`config.mk`:
```
export PLATFORM = sky130hd
export DESIGN_NAME = cw_encoder_top
export DESIGN_NICKNAME = d
export VERILOG_FILES = /design/src/rtl/cw_pkg.sv /design/src/rtl/cw_delta_acc.sv /design/src/rtl/cw_encoder_top.sv
export SDC_FILE = /design/constraint.sdc
export NUM_CORES = 1
export LEC_CHECK = 0
export BUFFER_PORTS_ARGS = -buffer_cell sky130_fd_sc_hd__buf_4
export CAP_MARGIN = 40
export CELL_PAD_IN_SITES_DETAIL_PLACEMENT = 1
export CELL_PAD_IN_SITES_GLOBAL_PLACEMENT = 1
export CORE_ASPECT_RATIO = 0.7
export CORE_UTILIZATION = 40
export CTS_CLUSTER_DIAMETER = 30
export DETAILED_ROUTE_END_ITERATION = 10
export PLACE_DENSITY = 0.75
export SETUP_SLACK_MARGIN = 0.4
export SYNTH_ARGS = -nofsm -noshare
export SYNTH_HDL_FRONTEND = slang
export SYNTH_HIERARCHICAL = 1
export SYNTH_SLANG_ARGS = --single-unit
```
`constraint.sdc`:
```
create_clock -name clk -period 5.95 [get_ports clk]
set_clock_uncertainty 0.2 [all_clocks]
set_input_delay 1.4875 -clock clk [delete_from_list [all_inputs] [get_ports clk]]
set_output_delay 1.4875 -clock clk [all_outputs]
set_load 0.1 [all_outputs]
```
`src/rtl/cw_pkg.sv`:
```
// cw_pkg: shared constants, state enum and counter widths for the 20-8 constant-weight encoder/decoder
package cw_pkg;
  localparam int CW_W    = 20;
  localparam int CW_T    = 8;
  localparam int DELTA_W = 17;
  localparam int MSG_LEN = CW_T * DELTA_W;
  localparam int WCNT_W  = $clog2(CW_T);
  localparam int BCNT_W  = $clog2(DELTA_W);
  typedef enum logic {IDLE, SHIFT} state_t;
endpackage

```
`src/rtl/cw_delta_acc.sv`:
```
// cw_delta_acc: gap shift register, bit counter and position adder (in: clk, rst_b, i_clr, i_shift, i_bit, i_first; out: o_field_full, o_pos)
module cw_delta_acc
  import cw_pkg::*;
(
  input  logic            clk,
  input  logic            rst_b,
  input  logic            i_clr,
  input  logic            i_shift,
  input  logic            i_bit,
  input  logic            i_first,
  output logic            o_field_full,
  output logic [CW_W-1:0] o_pos
);
  logic [BCNT_W-1:0]  r_bit_cnt;
  logic [DELTA_W-2:0] r_sr;
  logic [CW_W-1:0]    r_prev;
  logic [CW_W-1:0]    w_gap;
  assign w_gap        = CW_W'({r_sr, i_bit});
  assign o_field_full = r_bit_cnt == BCNT_W'(DELTA_W - 1);
  assign o_pos        = i_first ? w_gap : r_prev + CW_W'(1) + w_gap;
  always_ff @(posedge clk or negedge rst_b) begin
    if (!rst_b) begin
      r_bit_cnt <= '0;
      r_sr      <= '0;
      r_prev    <= '0;
    end else if (i_clr) begin
      r_bit_cnt <= '0;
      r_sr      <= '0;
    end else if (i_shift) begin
      r_sr      <= {r_sr[DELTA_W-3:0], i_bit};
      r_bit_cnt <= o_field_full ? '0 : r_bit_cnt + BCNT_W'(1);
      r_prev    <= o_field_full ? o_pos : r_prev;
    end
  end
endmodule

```
`src/rtl/cw_encoder_top.sv`:
```
// cw_encoder_top: serial message to eight increasing 20-bit positions (in: clk, rst_b, start, bin_msg, msg_wr; out: msg_rdy, cw_word, cw_valid, cw_done)
module cw_encoder_top
  import cw_pkg::*;
(
  input  logic            clk,
  input  logic            rst_b,
  input  logic            start,
  input  logic            bin_msg,
  input  logic            msg_wr,
  output logic            msg_rdy,
  output logic [CW_W-1:0] cw_word,
  output logic            cw_valid,
  output logic            cw_done
);
  if ((64'(CW_T) << DELTA_W) > (64'(1) << CW_W)) begin : g_bad_params
    $error("cw_encoder_top: CW_T*2^DELTA_W exceeds 2^CW_W");
  end
  state_t            r_state, w_next;
  logic [WCNT_W-1:0] r_word_cnt;
  logic              w_xfer, w_clr, w_field_full, w_word_done, w_last;
  logic [CW_W-1:0]   w_pos;
  assign w_xfer      = msg_wr & msg_rdy;
  assign w_clr       = (r_state == IDLE) & start;
  assign w_word_done = w_xfer & w_field_full;
  assign w_last      = w_word_done & (r_word_cnt == WCNT_W'(CW_T - 1));
  cw_delta_acc u_acc (
    .clk         (clk),
    .rst_b       (rst_b),
    .i_clr       (w_clr),
    .i_shift     (w_xfer),
    .i_bit       (bin_msg),
    .i_first     (r_word_cnt == '0),
    .o_field_full(w_field_full),
    .o_pos       (w_pos)
  );
  always_ff @(posedge clk or negedge rst_b) begin
    if (!rst_b) r_state <= IDLE;
    else        r_state <= w_next;
  end
  always_comb begin
    w_next = (r_state == IDLE) ? (start ? SHIFT : IDLE) : (w_last ? IDLE : SHIFT);
  end
  always_comb begin
    msg_rdy = r_state == SHIFT;
  end
  always_ff @(posedge clk or negedge rst_b) begin
    if (!rst_b) begin
      r_word_cnt <= '0;
      cw_word    <= '0;
      cw_valid   <= 1'b0;
      cw_done    <= 1'b0;
    end else begin
      r_word_cnt <= w_clr ? '0 : w_word_done ? r_word_cnt + WCNT_W'(1) : r_word_cnt;
      cw_word    <= w_word_done ? w_pos : cw_word;
      cw_valid   <= w_word_done;
      cw_done    <= w_last;
    end
  end
endmodule
```
; ---- Word level (Yosys, flattened, before mapping)
; Cells that the tools add are included.
[op_classes]
eq_ne = 2
shift = 0
n_addsub = 4
div = 0
mux = 11
n_reduce_logical = 4
n_lt_le_gt_ge = 0
multipliers = 0
bitwise = 6
[ops]
columns = op, count
row1 = $mux 16, 2
row2 = $add 20x1->20 const B, 1
row3 = $add 20x17->20, 1
row4 = $mux 20, 1
row5 = $mux 5, 3
row6 = $mux 3, 2
row7 = $add 5x1->5 const B, 1
row8 = $eq 5x5->1 const B, 1
row9 = $and 1x1->1, 4
row10 = $reduce_bool 2->1, 2
row11 = $add 3x1->3 const B, 1
row12 = $eq 3x3->1 const B, 1
row13 = $logic_not 3->1, 1
row14 = $mux 1, 3
row15 = $reduce_and 3->1, 1
row16 = $not 1->1, 2
[totals]
output_inout_bits = 23
rom_bits = 0
latch_bits = 0
mem_bits_rw = 0
memories = 0
inputBits = 5
register_bits = 67

; ---- Longest topological paths before layout
; Gate-level depths: netlist of run 1.
[depth]
ltp_word = 5
ltp_mapped = 11
mapped_depth_nobuf = 11

; ---- Hierarchy
; Netlist of run 1, hierarchy kept.
[by_module_without_submodules]
columns = module, seq_area_each_um2, instances, area_per_inst_um2, cells_each
row1 = cw_delta_acc, 1026.0, 1, 2889.0, 327
row2 = cw_encoder_top, 650.6, 1, 1171.1, 74

; ---- Worst setup path before layout of run 1
; No wires, ideal clock.
[synth_timing]
kind = input -> register
start = input port bin_msg
end = register cw_word[16]
setup_slack_ns = 1.832
path_buffers = 0
path_stages = 11
t_arrival_ns = 3.792
path_cell_list = inv_1 > ha_1 > fa_1 > and2b_1 > o211ai_2 > a311oi_2 > a311oi_2 > a21o_1 > xnor2_1 > mux2_2 > mux2_4
[synth_via]
elab_chain_len = 2
[synth_lines]
columns = item, line
row1 = "start, declared", cw_encoder_top.sv:8  ; input logic bin_msg,
row2 = $add 20x17->20, cw_delta_acc.sv:20  ; assign o_pos = i_first ? w_gap : r_prev + CW_W'(1) + w_gap;
row3 = $mux 20, cw_delta_acc.sv:20
row4 = net w_pos[16], cw_encoder_top.sv:21  ; logic [CW_W-1:0] w_pos;
row5 = "end signal, assigned", cw_encoder_top.sv:54  ; cw_word <= w_word_done ? w_pos : cw_word;
row6 = "end, declared", cw_encoder_top.sv:11  ; output logic [CW_W-1:0] cw_word,
; The timed path passes the listed nets, and every way through them passes these cells.
; A chain may end at the register's enable or synchronous reset.

; ---- Worst setup path in the final report of run 1
; Ends and elaborated chain as after synthesis.

==> results.cfg, run 1 <==
[synthesis]
netlist-cell-type-count = 47
synth-main-ff-cell = dfrtp_1
synthCells = 401
syn_nets = 429
netlist_area_mm2 = 0.00406
ys_warn_count = 6
synth-edff-count = 0
yosysSeqAreaShare_pct = 41.3
ys_ff_latch = 67
async_flop_share_pct = 100
syn_area_per_cell_um2 = 10.1

[sta]
period_share_pct = 69.8
maxSlewViolCount = 0
hold_viol_final = 0
tns_ns = 0
period_needed_ns = 4.15
tightest_slew_ns = 0.837
rsz0062_at_grt = false
timing.final.ws_setup_ns = 1.80
slew_headroom_pct = 43.7
setup_viol = 0
max_clock_freq_mhz = 241

[cts]
htreeDepth = 3
cts-buffers-inserted = 9
clk_path_buf_depth = 2
cts_setup_buffers = 0
clock_sinks = 67
tritoncts = done
clk_pin_slew_worst_paths_ns = 0.06
hold_buffers = 0
root_buffer = clkbuf_16
cts_resized = 0
insertion_delay_ns = 0.33

[routing]
dr.pass1.iters = 4
via_per_inst = 5.38
wirelength_um = 9640
route.detailed.drc = 0
wire_per_inst_um = 17.4
drt_iter0_drc = 106
routed-via-count = 2987
ant_nets = 0

[critical_path]
crit_start = bin_msg
required_ns = 5.97
reg2reg_slack_ns = 2.71
r2r-end = cw_word[16]
r2r_cells = 11
start_kind = input pin
worstSetupEndpoint = cw_word[16]
end_kind = register
path_max_fanout = 5
criticalPathCategory = in2reg
timing.rr.start = u_acc/r_prev[0]
critPathArrivalTime_ns = 4.17

[floorplan]
die_w_um = 122
start_util_pct = 41.6
std_cell_rows = 30
fp.dieH_um = 86.3
die_area_mm2 = 0.0106
coreArea_mm2 = 0.00976
num_io_pins = 28

[layout]
mostFrequentLayoutCells = dfrtp_1 (67), nand2_1 (47), nor2_1 (37)
fin_nets = 451
antennaDiodeCount = 0
syn2layout_area_growth_pct = 14.4
drive_gt1_share_pct = 21.1
mostFrequentLayoutCell = dfrtp_1

[pwr]
ir_drop_v = 0.000207
powerDensity_mw_per_mm2 = 452
leakagePower_nw = 2.25

[status]
status = finished clean

[place]
port_buffers = 27
gp_congestion = 0.809
dp_hpwl_um = 6810
pre_cts_ws_ns = 1.46

[run]
drv_cap = 0

[min_path]
hold_depth = 2
hold_path_class = reg2reg

[global_route]
antenna_found_initial = 0
grt_overflow_total = 0
grt_pass1_vias = 3155
grt_max_degree = 49
grt_pass1_wl_um = 16400
grt_use_total_pct = 20.3
## state kept, by name, indices dropped and copies added, names as in the netlist
| signal | cells |
|---|---|
| cw_done | 1 |
| r_word_cnt | 3 |
| cw_valid | 1 |
| u_acc/r_prev | 20 |
| cw_word | 20 |
| u_acc/r_sr | 16 |
| u_acc/r_bit_cnt | 5 |
| msg_rdy | 1 |
## through the flow
stage / std cells / hold WS, ns / util (%) / cell area, µm² / power [mW]
4_1_cts: 555 / 0.286 / 47.6 / 4640 / 2.12
3_5_place_dp: 540 / 0.274 / 44.7 / 4360 / 1.61
3_3_place_gp: 538 / 0.265 / 44.3 / 4320 / 1.56
6_report: 555 / 0.282 / 47.6 / 4640 / 2.10
5_1_grt: 555 / 0.310 / 47.6 / 4640 / 2.24
2_1_floorplan: 401 / 0.250 / - / 4060 / 1.39
## cell usage after synthesis (2+ instances only)
cell / count / area share, %
o211ai_2: 2 / 0.62
o211ai_1: 5 / 0.92
buf_1: 2 / 0.18
and3_1: 4 / 0.62
inv_1: 14 / 1.3
a31o_2: 2 / 0.43
a311oi_2: 2 / 0.74
mux2_4: 19 / 7.0
a31oi_1: 6 / 0.92
ha_1: 22 / 6.8
xnor2_1: 6 / 1.3
xor2_1: 8 / 1.7
buf_2: 4 / 0.49
buf_6: 2 / 0.55
and2_1: 4 / 0.62
a21oi_1: 16 / 2.0
nand3_1: 7 / 0.86
nor2_1: 37 / 3.4
clkbuf_1: 11 / 1.0
nand2b_1: 7 / 1.1
buf_12: 2 / 0.99
nor3_1: 3 / 0.37
a311o_1: 2 / 0.49
a21o_1: 8 / 1.5
o21ai_0: 27 / 3.3
dfrtp_1: 67 / 41
nand2_1: 47 / 4.3
nor2b_1: 7 / 1.1
o31ai_1: 2 / 0.37
or3b_2: 3 / 0.65
nand4_1: 6 / 0.92
mux2i_1: 21 / 5.2
o21a_1: 2 / 0.37
mux2_2: 10 / 2.8
o2111ai_1: 2 / 0.43
## layout make-up
type / count / area, µm²
clock buffer: 14 / 274
clock inverter: 1 / 7.51
fill: 1082 / 5120
inverter: 14 / 52.6
timing repair buffer: 32 / 268
sequential: 67 / 1680
tap: 128 / 160
multi-input combinational: 299 / 2200
## cells by family after synthesis
group | Yosys count | synth area share (%)
AO/OA/AOI/OAI | 83 | 14.1
XOR/XNOR | 14 | 3.02
adder cells (fa/ha/maj) | 23 | 7.27
buffers and inverters | 35 | 4.53
flip-flops | 67 | 41.3
multiplexers | 50 | 15.0
AND/OR/NAND/NOR | 129 | 14.8
## metal layers
layer	up-vias	global-route usage (%)	routed length [µm]
li1	1450	-	-
met1	1496	27.8	4760
met2	33	32.4	4510
met3	8	4.41	281
met4	0	5.65	78
met5	-	0	0
## power by group
part | switching, mW | internal [mW]
Sequential | 0.109 | 0.567
Clock | 0.184 | 0.314
Combinational | 0.595 | 0.330
Total | 0.888 | 1.21
## critical path, stage by stage
cell      delay [ns]
buf_4           0.09
inv_1           0.04
ha_1            0.21
fa_1            0.40
and2b_1         0.24
o211ai_2        0.10
a311oi_2        0.50
a311oi_2        0.20
a21o_1          0.25
xnor2_1         0.13
mux2_2          0.26
mux2_4          0.25
## how the worst min path moves through the flow
stage	from	to	slack (ns)
global placement	u_acc/r_prev[3]	u_acc/r_prev[3]	0.26
global route	u_acc/r_prev[16]	u_acc/r_prev[16]	0.31
CTS	u_acc/r_prev[16]	u_acc/r_prev[16]	0.29
finish	u_acc/r_prev[16]	u_acc/r_prev[16]	0.28
floorplan	u_acc/r_prev[3]	u_acc/r_prev[3]	0.25
detailed placement	u_acc/r_prev[16]	u_acc/r_prev[16]	0.27
Note: power is estimated with default switching activity, not from simulation.
==> run 2: changes to the inputs <==
Clock period 5.95 ns to 4 ns, I/O delays scaled along.
==> run 2 against run 1 <==
Net effect: non-clock buffer count rose by 1; core utilization decreased by 0.15 points; via count is 0.13% higher; die area unchanged; largest cell class unchanged; largest power group unchanged.
==> results.cfg, run 2 (synthesis gave the netlist of run 1 again) <==
[global_route]
grt_max_degree = 47
grt_pass1_vias = 3138
grt_use_total_pct = 20.2
grt_pass1_wl_um = 16300
antenna_found_initial = 0
grt_overflow_total = 0

[critical_path]
cp_slowest_cell = fa_1
start_kind = input pin
criticalPathCategory = in2reg
end_kind = register
crit_chain = buf_4, inv_1, ha_1, fa_1, and2b_1, o211ai_2, a311oi_2, a311oi_2, a21o_1, xnor2_1, mux2_2, mux2_4
path_max_fanout = 3
critPathArrivalTime_ns = 3.47
critPathMaxStageDelay_ns = 0.42
required_ns = 4.02
crit_path_frequent_cell = a311oi_2

[sta]
tightest_slew_ns = 0.875
max_clock_freq_mhz = 290
tns_ns = 0
rsz0062_at_grt = false
hold_viol_final = 0
maxSlewViolCount = 0
period_needed_ns = 3.45
timing.final.ws_setup_ns = 0.551
setup_viol = 0
whs_ns = 0.285
period_share_pct = 86.2
slew_headroom_pct = 41.2

[routing]
wire_per_inst_um = 17.2
routed-via-count = 2991
dr.pass1.iters = 4
wirelength_um = 9520
drt_iter0_drc = 104
route.detailed.drc = 0
ant_nets = 0
via_per_inst = 5.39

[place]
postPlaceCellArea_mm2 = 0.00436
dp_hpwl_um = 6610
pre_cts_ws_ns = 0.230
gp_congestion = 0.789
port_buffers = 27

[cts]
cts_resized = 0
root_buffer = clkbuf_16
clk_path_buf_depth = 2
cts_setup_buffers = 0
cts-buffers-inserted = 9
htreeDepth = 3
clk_pin_slew_worst_paths_ns = 0.06
tritoncts = done
clock_sinks = 67
hold_buffers = 0
insertion_delay_ns = 0.33

[layout]
fin_nets = 452
syn2layout_area_growth_pct = 14.0
mostFrequentLayoutCells = dfrtp_1 (67), nand2_1 (47), nor2_1 (37)
top_regs = cw_word x20, u_acc/r_prev x20, u_acc/r_sr x16
mostFrequentLayoutCell = dfrtp_1
finalInstanceArea_mm2 = 0.00463
drive_gt1_share_pct = 21.1
antennaDiodeCount = 0

[floorplan]
die_w_um = 122
start_util_pct = 41.6
die_area_mm2 = 0.0106
std_cell_rows = 30
num_io_pins = 28
fp.dieH_um = 86.3
coreArea_mm2 = 0.00976

[pwr]
total_power_mw = 3.10
powerDensity_mw_per_mm2 = 670
leakagePower_nw = 2.24
ir_drop_v = 0.000280

[run]
drv_cap = 0

[min_path]
hold_path_class = reg2reg

[status]
status = finished clean
## run 2: routing by layer
| metal | global-route usage [%] | vias to the layer above | wire [µm] | share of wire, % |
|---|---|---|---|---|
| li1 | - | 1453 | - | - |
| met1 | 28.6 | 1482 | 4860 | 51 |
| met2 | 30.5 | 47 | 4260 | 45 |
| met3 | 4.93 | 9 | 307 | 3.2 |
| met4 | 6.32 | 0 | 95 | 1.0 |
| met5 | 0 | - | 0 | 0 |
## run 2: metrics by stage
stage,utilization (%),std cells
finish,47.4,555
detailed placement,44.7,541
CTS,47.4,555
floorplan,-,401
global placement,44.4,540
global route,47.4,555
## run 2: path summary, 6_finish.rpt
check / from / to / slack, ns / cells after the start
max in group asynchronous: rst_b / r_word_cnt[0] / 2.67 / 2
min in group asynchronous: rst_b / cw_word[9] / 0.39 / 1
worst max register to register: u_acc/r_prev[0] / cw_word[16] / 0.99 / 11
worst max-delay path: bin_msg / cw_word[16] / 0.55 / 12
worst min-delay path: u_acc/r_prev[3] / u_acc/r_prev[3] / 0.29 / 2
worst min register to register: u_acc/r_prev[3] / u_acc/r_prev[3] / 0.29 / 2
## run 2: area by class of cell
class                           count  area (µm²)
Clock buffer                       12         256
Clock inverter                      2        12.5
Tap cell                          128         160
Sequential cell                    67        1680
Inverter                           14        52.6
Fill cell                        1106        5130
Timing Repair Buffer               33         268
Multi-Input combinational cell    299        2200
## run 2: worst max-delay path: cells and delay by family
kind | cells | cell delay, ns
buf+inv | 2 | 0.13
fa+ha+maj | 2 | 0.64
xor+xnor | 1 | 0.12
mux | 2 | 0.52
compound gates | 4 | 0.80
simple gates | 1 | 0.25
## run 2: power by group
| group | leakage (nW) | switching, mW | internal (mW) |
|---|---|---|---|
| Combinational | 1.24 | 0.882 | 0.491 |
| Sequential | 0.869 | 0.161 | 0.844 |
| Clock | 0.131 | 0.276 | 0.445 |
| Total | 2.24 | 1.32 | 1.78 |
